## config.mk

```make
export PLATFORM = sky130hd
export DESIGN_NAME = axi_rd_router
export DESIGN_NICKNAME = d
export VERILOG_FILES = /design/src/rtl/axi_rd_router.sv
export SDC_FILE = /design/constraint.sdc
export NUM_CORES = 1
export LEC_CHECK = 0
export CAP_MARGIN = 5
export CORE_AREA = 2 2 118 120
export DETAILED_ROUTE_END_ITERATION = 6
export DIE_AREA = 0 0 120 122
export PLACE_DENSITY = 0.7
export RECOVER_POWER = 100
export SLEW_MARGIN = 40
export SYNTH_ARGS = -nofsm -noshare
export SYNTH_HDL_FRONTEND = slang
export SYNTH_SLANG_ARGS = --single-unit
```

## constraint.sdc

```tcl
create_clock -name ACLK -period 2.5 [get_ports ACLK]
set_input_delay 0.5 -clock ACLK [delete_from_list [all_inputs] [get_ports ACLK]]
set_output_delay 0.5 -clock ACLK [all_outputs]
set_load 0.005 [all_outputs]
```

## src/rtl/axi_rd_router.sv

```systemverilog
// -----------------------------------------------------------------------------
// axi_rd_router
//   Single-outstanding AXI read router. Sits between four read masters and one
//   slave. An external arbiter supplies a grant vector. A granted master's AR is
//   captured and then replayed to the slave. The resulting R burst is steered
//   back to that master only, with zero added latency.
//
// Ports
//   ACLK, ARESET          clock, synchronous active-high reset
//   rgrnt[3:0]            read grant from arbiter (must be one-hot to accept)
//   m_AR*                 per-master AR channel (packed, slice i = master i)
//   m_R*                  R channel back to masters (data/resp/last broadcast,
//                         valid per master, ready per master)
//   s_AR*, s_R*           slave-side AR/R channel
//   arb_*                 handshake feedback to the arbiter
//   err                   sticky burst-length protocol error
// -----------------------------------------------------------------------------
module axi_rd_router #(
  parameter int ADDR_W = 32,
  parameter int DATA_W = 32,
  parameter int LEN_W  = 8
) (
  input  logic                   ACLK,
  input  logic                   ARESET,
  input  logic [3:0]             rgrnt,
  input  logic [3:0]             m_ARVALID,
  input  logic [3:0][ADDR_W-1:0] m_ARADDR,
  input  logic [3:0][LEN_W-1:0]  m_ARLEN,
  output logic [3:0]             m_ARREADY,
  output logic [DATA_W-1:0]      m_RDATA,
  output logic [1:0]             m_RRESP,
  output logic                   m_RLAST,
  output logic [3:0]             m_RVALID,
  input  logic [3:0]             m_RREADY,
  output logic [ADDR_W-1:0]      s_ARADDR,
  output logic [LEN_W-1:0]       s_ARLEN,
  output logic                   s_ARVALID,
  input  logic                   s_ARREADY,
  input  logic [DATA_W-1:0]      s_RDATA,
  input  logic [1:0]             s_RRESP,
  input  logic                   s_RLAST,
  input  logic                   s_RVALID,
  output logic                   s_RREADY,
  output logic                   arb_ARREADY,
  output logic                   arb_RVALID,
  output logic                   arb_RREADY,
  output logic                   arb_RLAST,
  output logic                   err
);

  typedef enum logic [1:0] {IDLE, AR_HOLD, R_BURST} state_e;

  state_e              state_q, state_d;
  logic [1:0]          owner_q, owner_d;
  logic [ADDR_W-1:0]   addr_q,  addr_d;
  logic [LEN_W-1:0]    len_q,   len_d;
  logic [LEN_W-1:0]    cnt_q,   cnt_d;
  logic                err_q,   err_d;

  logic                gnt_onehot;
  logic [1:0]          gnt_idx;
  logic                cnt_zero;
  logic                r_hs;

  // Only a strictly one-hot grant selects a master; zero or multi-hot is a
  // no-accept condition.
  assign gnt_onehot = (rgrnt != 4'd0) && ((rgrnt & (rgrnt - 4'd1)) == 4'd0);
  assign cnt_zero   = (cnt_q == '0);

  always_comb begin
    gnt_idx = 2'd0;
    case (rgrnt)
      4'b0010: gnt_idx = 2'd1;
      4'b0100: gnt_idx = 2'd2;
      4'b1000: gnt_idx = 2'd3;
      default: gnt_idx = 2'd0;
    endcase
  end

  always_comb begin
    state_d   = state_q;
    owner_d   = owner_q;
    addr_d    = addr_q;
    len_d     = len_q;
    cnt_d     = cnt_q;
    err_d     = err_q;
    m_ARREADY = 4'd0;
    s_ARVALID = 1'b0;
    m_RVALID  = 4'd0;
    s_RREADY  = 1'b0;
    m_RLAST   = 1'b0;
    m_RDATA   = '0;
    m_RRESP   = 2'd0;
    r_hs      = 1'b0;

    // Handshake outputs are forced low while reset is held, whatever the
    // registered state happens to be.
    if (!ARESET) begin
      case (state_q)
        IDLE: begin
          if (gnt_onehot) m_ARREADY = rgrnt & m_ARVALID;
          if (m_ARREADY != 4'd0) begin
            owner_d = gnt_idx;
            addr_d  = m_ARADDR[gnt_idx];
            len_d   = m_ARLEN[gnt_idx];
            state_d = AR_HOLD;
          end
        end
        AR_HOLD: begin
          s_ARVALID = 1'b1;
          if (s_ARREADY) begin
            cnt_d   = len_q;
            state_d = R_BURST;
          end
        end
        R_BURST: begin
          m_RVALID[owner_q] = s_RVALID;
          s_RREADY          = m_RREADY[owner_q];
          m_RDATA           = s_RDATA;
          m_RRESP           = s_RRESP;
          // Burst ends on whichever comes first: slave's RLAST or our count
          // running out. A disagreement between the two is a protocol error.
          m_RLAST           = s_RLAST | cnt_zero;
          r_hs              = s_RVALID & s_RREADY;
          if (r_hs) begin
            if (!cnt_zero) cnt_d = cnt_q - LEN_W'(1);
            if (s_RLAST != cnt_zero) err_d = 1'b1;
            if (m_RLAST) state_d = IDLE;
          end
        end
        default: state_d = IDLE;
      endcase
    end
  end

  always_ff @(posedge ACLK) begin
    if (ARESET) begin
      state_q <= IDLE;
      owner_q <= 2'd0;
      addr_q  <= '0;
      len_q   <= '0;
      cnt_q   <= '0;
      err_q   <= 1'b0;
    end else begin
      state_q <= state_d;
      owner_q <= owner_d;
      addr_q  <= addr_d;
      len_q   <= len_d;
      cnt_q   <= cnt_d;
      err_q   <= err_d;
    end
  end

  assign s_ARADDR    = addr_q;
  assign s_ARLEN     = len_q;
  assign err         = err_q;
  assign arb_ARREADY = |m_ARREADY;
  assign arb_RVALID  = |m_RVALID;
  assign arb_RREADY  = s_RREADY;
  assign arb_RLAST   = m_RLAST;

endmodule

```

* Yosys cells after proc, flatten, opt, wreduce, memory -nomap -nowiden
Index checks and enable logic that the tools add are counted.
** Cells by class
- Add/sub/neg operators :: 2
- Magnitude comparators :: 3
- Eq/ne operators :: 11
- Muxes and demuxes :: 35
- Bitwise operators :: 5
- Reductions and logical operators :: 14
** Operators with widths (number)
- two-way mux 32 bit :: 3
- binary-select mux 32 bit (select 2 bit) :: 1
- two-way mux 8 bit :: 4
- two-way mux 4 bit :: 7
- binary-select mux 8 bit (select 2 bit) :: 1
- case mux 8 bit (2 select lines) :: 1
- bitwise AND 4 bit :: 3
- two-way mux 2 bit :: 6
- case mux 2 bit (3 select lines) :: 2
- != test 2 bit, second input constant :: 5
- zero test 8 bit :: 1
- two-way mux 1 bit :: 8
- AND reduction 4 bit :: 2
- nonzero test 4 bit :: 2
- OR reduction 4 bit :: 2
- subtractor 8 x 1 -> 8 bit, second input constant :: 1
- < comparator 2 x 3 -> 1 bit, second input constant :: 2
- equality test 4 x 2 -> 1 bit, second input constant :: 1
- equality test 4 x 3 -> 1 bit, second input constant :: 1
- equality test 4 bit, second input constant :: 1
- zero test 4 bit :: 1
- subtractor 4 x 1 -> 4 bit, second input constant :: 1
- AND reduction 3 bit :: 1
- binary-select mux 1 bit (select 2 bit) :: 1
- 11 further kinds :: 12
** Storage, ports and cells
- Register bits :: 53
- Word-level logic and storage cells :: 76

* Longest topological paths before layout
Gate-level depths: netlist of run 1.
- Depth in word-level cells :: 10
- Mapped depth :: 7

* Worst setup path after synthesis of run 1
OpenSTA, ideal clock, no wires.
- Path type :: register to output
- Start :: register cnt_q[4]
- End :: output m_RLAST
- Arrival :: 1553 ps
- Slack :: 447 ps
- Cell stages (with the launch flop) :: 7
- Buffers on the path :: 1
- Path through :: dfxtp_1 nor4_1 and3_1 inv_1 ha_1 nor3_1 buf_4
** Between the ends
- Longest elaborated chain between the ends :: 4
** RTL lines
- from (decl) :: RTL line 57 : logic [LEN_W-1:0] cnt_q, cnt_d;
- from (signal assigned) :: RTL line 149 : cnt_q <= cnt_d;
- zero test 8 bit :: RTL line 68 : assign cnt_zero = (cnt_q == '0);
- OR 1 bit :: RTL line 123 : m_RLAST = s_RLAST | cnt_zero;
- two-way mux 1 bit :: RTL line 99 : case (state_q)
- two-way mux 1 bit :: RTL line 98 : if (!ARESET) begin
- to (decl) :: RTL line 32 : output logic m_RLAST,
No other way between the ends.

* Worst setup path after layout of run 1
- Start :: input m_RREADY[3]
- End :: output arb_RREADY
** Between the ends
- Longest elaborated chain between the ends :: 4
** RTL lines
- from (decl) :: RTL line 34 : input logic [3:0] m_RREADY,
- binary-select mux 1 bit (select 2 bit) :: RTL line 118 : s_RREADY = m_RREADY[owner_q];
- two-way mux 1 bit (implied by the code) :: RTL line 118
- two-way mux 1 bit :: RTL line 99
- two-way mux 1 bit :: RTL line 98
- to (decl) :: RTL line 46 : output logic arb_RREADY,
No other way between the ends. The select of a mux whose other input is x is not followed.

==> results.sh, run 1 <==
export IMPL_outcome="completed"
export IMPL_hold_viol_final=0
export IMPL_rows=43
export IMPL_routed_wl_mm=14.9
export IMPL_syn_area_um2=3630
export IMPL_crit_required_ns=2.00
export IMPL_grt_remaining_overflow=0
export IMPL_p_total_w=0.00250
export IMPL_port_buffers=300
export IMPL_critical_path_class="in2out"
export IMPL_setup_tns_ns=0
export IMPL_grt_usage_pct=19.5
export IMPL_core_area_um2=13500
export IMPL_combPwrFrac_pct=33.3
export IMPL_grt_use_met2_pct=38.4
export IMPL_ant_nets=0
export IMPL_rsz0062_at_grt="false"
export IMPL_fmax_mhz=413
export IMPL_power_density_nw_per_um2=334
export IMPL_dpl_hpwl_mm=12.5
export IMPL_drc_errors=0
export IMPL_cts_buffer_depth=2
export IMPL_ys_top_cells_by_area="dfxtp_1, mux4_2, a22o_1, and3_1, buf_2"
export IMPL_antennaDiodeCount=0
export IMPL_synth_edf_count=0
export IMPL_synth_distinct_cells=54
export IMPL_cp_data_arrival_time_ns=1.92
export IMPL_switchingPower_w=0.000577
export IMPL_grtUsageMet1_pct=20.1
export IMPL_power_leakage_nw=3.14
export IMPL_cap_violations=0
export IMPL_min_path_type="reg2reg"
export IMPL_syn_to_final_growth_pct=106
export IMPL_place_ws_ns=-0.291
export IMPL_yosys_cell_count_top_type="dfxtp_1"
export IMPL_startpoint_type="primary input"
export IMPL_setup_violations=0
export IMPL_pwr_share_seq_pct=36.2
export IMPL_end_kind="primary output"
export IMPL_ys_seq_area_share_pct=29.2
export IMPL_synth_top_area_share_pct=29.2
export IMPL_dr_pass1_iters=4
export IMPL_ys_flop_type="dfxtp_1"
export IMPL_root_buffer="clkbuf_16"
export IMPL_crit_slowest_cell="dlygate4sd3_1"
export IMPL_h_tree_depth=2
export IMPL_gp_congestion=0.916
export IMPL_stdcell_count=853
export IMPL_yosys_area_top_type="dfxtp_1"
export IMPL_die_h_um=122
export IMPL_crit_chain="dlygate4sd3_1, mux2i_1, a2111oi_2, buf_4, dlygate4sd2_1"
export IMPL_placed_cells=837
export IMPL_met3_usage_pct=4.96
export IMPL_vias_per_cell=5.04
export IMPL_start_util_pct=26.9
export IMPL_grt_pass1_vias=4400
export IMPL_grt_max_degree=41
export IMPL_postCtsHoldBufs=0
export IMPL_peakVddDrop_uv=344
export IMPL_dieArea_um2=14600
export IMPL_p_clk_share_pct=30.5
export IMPL_busiest_layer="met2"
export IMPL_synthArstFlopShare_pct=0
export IMPL_synth_common_cells="dfxtp_1, a22o_1, mux4_2"
export IMPL_netSwitchingFraction_pct=23.1
export IMPL_grt_pass1_wl_mm=22.3
export IMPL_max_stage_delay_ns=0.54
export IMPL_ys_seq_elements=53
export IMPL_fin_crit_ns=2.42
export IMPL_skew_ns=0.00306
export IMPL_vias=4302
export IMPL_tritoncts="done"
export IMPL_clkSlewWorstSetupHoldPaths_ns=0.06
export IMPL_fin_ws_ns=0.0758
export IMPL_clk_latency_ns=0.29
export IMPL_cp_max_fo=2
export IMPL_ios=301
export IMPL_antenna_found_initial=0
export IMPL_slew_headroom_pct=48.5
export IMPL_clock_sinks=53
export IMPL_drive_gt1_share_pct=19.0
export IMPL_drtIter0Drc=95
export IMPL_cts_inserted_buffers=5
export IMPL_die_x_um=120
export IMPL_period_share_pct=97.0
export IMPL_synthCells=339
export IMPL_slew_viol_final=0
export IMPL_final_nets=887
export IMPL_nFillCells=1170
export IMPL_ys_warn_count=0
export IMPL_worst_pin_slew_ns=0.766
export IMPL_synth_nets=553
export IMPL_wl_per_cell_um=17.5
export IMPL_syn_area_per_cell_um2=10.7
export IMPL_p_int_w=0.00192
-- layer usage --
metal | vias to the layer above | routed length (um)
met4 | 0 | 301
met2 | 249 | 8110
met3 | 24 | 1380
met5 | - | 0
met1 | 2015 | 5150
li1 | 2014 | -
-- kinds of logic after synthesis --
kind of cell,synth area share (%)
flops,29.2
simple gates,17.3
xor+xnor,0.931
mux,26.4
buf+inv,6.62
fa+ha+maj,1.03
compound gates,18.5
-- repair_timing --
action | 4_1_cts | 5_1_grt
gates resized for setup | 36 | 4
buffers inserted | 8 | 0
cloned | 1 | 0
pin swaps | 4 | 3
setup endpoints to repair | 41 | 6
-- area by class of cell --
class                           instances  area (um2)  share of cell area [%]
Multi-Input combinational cell        241        2390                    32.0
Clock buffer                            5         125                    1.68
Sequential cell                        53        1070                    14.3
Timing Repair Buffer                  363        3590                    48.0
Tap cell                              180         225                    3.02
Clock inverter                          2        35.0                   0.469
Inverter                                9        36.3                   0.486
-- power by group through the flow --
stage | Combinational (W) | Clock, W | Sequential (W)
2_1_floorplan | 0.000291 | 0 | 0.000917
3_3_place_gp | 0.000812 | 0 | 0.000923
3_5_place_dp | 0.000828 | 0 | 0.000923
4_1_cts | 0.000851 | 0.000781 | 0.000904
5_1_grt | 0.000887 | 0.000815 | 0.000907
6_report | 0.000832 | 0.000762 | 0.000903
-- registers in the layout, summed over array words and instances (netlist names) --
name and cells:
owner_q 2, s_ARLEN 8, state_q 2, err 1, cnt_q 8, s_ARADDR 32
-- cells in the final DEF (no fill, tap or decap), types with 8 or more instances in the layout --
cell               n
a22o_1            41
dlygate4sd2_1     18
clkdlybuf4s50_1  228
inv_1              8
dfxtp_1           49
buf_12             9
nor2_1            15
buf_4             46
and3_1            37
o21ai_0            9
dlygate4sd3_1     53
nand2_1           10
mux4_2            39
a21oi_1           12
-- critical path: cells and delay by family --
| family | cells | cell delay, ns |
|---|---|---|
| buffers and inverters | 3 | 0.94 |
| AOI/OAI and AO/OA | 1 | 0.38 |
| muxes | 1 | 0.11 |
-- metrics by stage --
stage,area (um2),hold slack (ns),utilization [%]
after detailed placement,7190,0.463,53.3
after global placement,7190,0.456,53.3
final,7470,0.473,55.3
after global routing,7470,0.484,55.3
after floorplan,3630,0.460,-
after CTS,7490,0.482,55.5
-- final timing paths --
| kind | depth (start not counted) | endpoint | slack (ns) | startpoint |
|---|---|---|---|---|
| worst max-delay path | 5 | arb_RREADY | 0.08 | m_RREADY[3] |
| worst min-delay path | 1 | s_ARADDR[0] | 0.47 | s_ARADDR[0] |
| worst max register to register | 5 | cnt_q[1] | 0.46 | state_q[0] |
| worst min register to register | 1 | s_ARADDR[0] | 0.47 | s_ARADDR[0] |
No activity file was read; power rests on OpenSTA's default activity.
==> run 2: changes to the inputs <==
- ABC_CLOCK_PERIOD_IN_PS: default -> 2500
==> results of run 2 <==
Same layout as run 1: the final DEF is identical, and so are final timing and power.
==> run 3: changes to the inputs <==
--- a/config.mk
+++ b/config.mk
@@ -6,4 +6,5 @@
 export NUM_CORES = 1
 export LEC_CHECK = 0
+export ABC_AREA = 1
 export ABC_CLOCK_PERIOD_IN_PS = 2500
 export CAP_MARGIN = 5
@@ -11,5 +12,5 @@
 export DETAILED_ROUTE_END_ITERATION = 6
 export DIE_AREA = 0 0 120 122
-export PLACE_DENSITY = 0.7
+export PLACE_DENSITY = 0.76
 export RECOVER_POWER = 100
 export SLEW_MARGIN = 40
==> constraint.sdc (replaced) <==
create_clock -name ACLK -period 2.5 [get_ports ACLK]
set_input_delay 0.75 -clock ACLK [delete_from_list [all_inputs] [get_ports ACLK]]
set_output_delay 0.75 -clock ACLK [all_outputs]
set_load 0.005 [all_outputs]
==> run 3 against run 2 <==
Critical path depth is 1 lower. Cell count grew 54%. Largest cell class unchanged. Count of clock-buffer cells in the layout grew 2. Hold slack worse by 0.016 ns. Global-route usage up 0.96 points.
==> results.sh, run 3 <==
export IMPL_ant_nets=0
export IMPL_end_kind="primary output"
export IMPL_ys_warn_count=0
export IMPL_grt_pass1_vias=5263
export IMPL_grt_usage_pct=20.4
export IMPL_antennaDiodeCount=0
export IMPL_critical_path_class="in2out"
export IMPL_p_int_w=0.00214
export IMPL_switchingPower_w=0.00104
export IMPL_antenna_found_initial=0
export IMPL_core_area_um2=13500
export IMPL_final_nets=1346
export IMPL_die_x_um=120
export IMPL_synth_top_area_share_pct=24.0
export IMPL_ios=301
export IMPL_cp_data_arrival_time_ns=1.70
export IMPL_synth_edf_count=0
export IMPL_power_leakage_nw=4.28
export IMPL_yosys_cell_count_top_type="nand2_1"
export IMPL_stdcell_count=1313
export IMPL_synthCells=832
export IMPL_slew_headroom_pct=63.3
export IMPL_h_tree_depth=2
export IMPL_startpoint_type="primary input"
export IMPL_ys_seq_elements=53
export IMPL_clk_latency_ns=0.29
export IMPL_final_seq_area_um2=1060
export IMPL_ys_top_cells_by_area="dfxtp_1, nand2_1, nor2_1, inv_1, o211ai_1"
export IMPL_port_buffers=300
export IMPL_dr_pass1_iters=4
export IMPL_syn_area_per_cell_um2=5.31
export IMPL_crit_start="ARESET"
export IMPL_cts_inserted_buffers=5
export IMPL_reg2regPathDepth=11
export IMPL_die_h_um=122
export IMPL_skew_ns=0.00745
export IMPL_ys_flop_type="dfxtp_1"
export IMPL_fin_crit_ns=2.45
export IMPL_drc_errors=0
export IMPL_reg2reg_from="state_q[0]"
export IMPL_outcome="completed"
export IMPL_pwr_share_seq_pct=31.4
export IMPL_power_density_nw_per_um2=399
export IMPL_wl_per_cell_um=11.6
export IMPL_ys_seq_area_share_pct=24.0
export IMPL_hold_path_depth=2
export IMPL_final_cell_mix="nand2_1, clkdlybuf4s50_1, nor2_1, inv_1, dfxtp_1"
export IMPL_grt_pass1_wl_mm=24.6
export IMPL_synth_nets=1046
export IMPL_cap_violations=0
export IMPL_rsz0062_at_grt="true"
export IMPL_synth_common_cells="nand2_1, nor2_1, inv_1"
export IMPL_synthArstFlopShare_pct=0
export IMPL_start_util_pct=32.7
export IMPL_placed_cells=1297
export IMPL_grt_remaining_overflow=0
export IMPL_hold_viol_final=0
export IMPL_syn_to_final_growth_pct=80.5
export IMPL_gp_congestion=0.808
export IMPL_drtIter0Drc=277
export IMPL_min_path_type="reg2reg"
export IMPL_tritoncts="done"
export IMPL_dieArea_um2=14600
export IMPL_vias=5714
export IMPL_yosys_area_top_type="dfxtp_1"
export IMPL_nFillCells=1350
export IMPL_cp_max_fo=9
export IMPL_clkSlewWorstSetupHoldPaths_ns=0.07
export IMPL_period_share_pct=98.0
export IMPL_synth_distinct_cells=24
export IMPL_mostFrequentLayoutCell="nand2_1"
export IMPL_drive_gt1_share_pct=8.56
export IMPL_cts_buffer_depth=2
export IMPL_crit_required_ns=1.75
export IMPL_rows=43
export IMPL_multi_input_area_um2=2610
export IMPL_fin_area_um2=7970
export IMPL_hp_start="err"
export IMPL_peakVddDrop_uv=250
export IMPL_root_buffer="clkbuf_16"
export IMPL_setup_violations=0
export IMPL_largest_register_ffs=32
export IMPL_syn_area_um2=4420
export IMPL_worst_pin_slew_ns=0.550
export IMPL_grt_max_degree=63
export IMPL_slew_viol_final=0
export IMPL_netSwitchingFraction_pct=32.7
export IMPL_dpl_hpwl_mm=11.9
export IMPL_combPwrFrac_pct=45.3
export IMPL_clock_sinks=53
export IMPL_dpl_cell_area_um2=7790
export IMPL_fin_util_pct=59.0
export IMPL_vias_per_cell=4.35
export IMPL_p_clk_share_pct=23.3
export IMPL_fmax_mhz=408
export IMPL_routed_wl_mm=15.3
[run 3: critical path, stage by stage]
cell	delay, ns
buf_2	0.15
buf_4	0.17
nor2_1	0.11
clkdlybuf4s50_1	0.52
[run 3: routing by layer]
| metal | vias to the layer above | wire length [um] | GRT usage [%] |
|---|---|---|---|
| met5 | - | 0 | 0 |
| met4 | 0 | 267 | 5.59 |
| met3 | 20 | 1140 | 5.76 |
| met2 | 169 | 7370 | 35.7 |
| met1 | 2405 | 6490 | 24.5 |
| li1 | 3120 | - | - |
[run 3: kinds of logic after synthesis]
logic type / synth area share (%)
compound gates: 18.3
xor+xnor: 0.397
fa+ha+maj: 0.850
buf+inv: 18.5
flops: 24.0
simple gates: 37.9
[run 3: layout make-up]
cell class / count / area share [%]
inverter: 152 / 7.16
multi-input combinational: 577 / 32.7
sequential: 53 / 13.3
timing repair buffer: 343 / 42.0
tap: 180 / 2.83
clock inverter: 1 / 0.0628
clock buffer: 7 / 1.92
[run 3: metrics by stage]
step / TNS (ns) / setup slack [ns] / hold slack, ns / total power [W]
5_1_grt: -0.0213 / -0.0213 / 0.464 / 0.00344
2_1_floorplan: 0 / 0.366 / 0.447 / 0.00172
6_report: 0 / 0.0505 / 0.457 / 0.00318
4_1_cts: -0.0344 / -0.0344 / 0.459 / 0.00324
3_3_place_gp: -21.72 / -0.801 / 0.445 / 0.00246
3_5_place_dp: -23.50 / -0.824 / 0.448 / 0.00248
[run 3: path summary, 6_finish.rpt]
kind	end	slack, ns
hold / removal	err	0.46
setup / recovery	s_ARVALID	0.05
setup reg to reg	cnt_q[0]	0.67
hold reg to reg	err	0.46
[run 3: timing repair]
action                     4_1_cts  5_1_grt
setup endpoints to repair       49        8
gates cloned                     0        0
pin swaps                       14       10
gates resized for setup        107       27
hold buffers                     0        0
buffers inserted                 8        0
[run 3: power by group through the flow]
stage | combinational [W] | sequential, W | clock, W
2_1_floorplan | 0.000700 | 0.00102 | 0
3_3_place_gp | 0.00145 | 0.00102 | 0
3_5_place_dp | 0.00147 | 0.00102 | 0
4_1_cts | 0.00147 | 0.00100 | 0.000766
5_1_grt | 0.00164 | 0.00101 | 0.000794
6_report | 0.00144 | 0.000998 | 0.000741
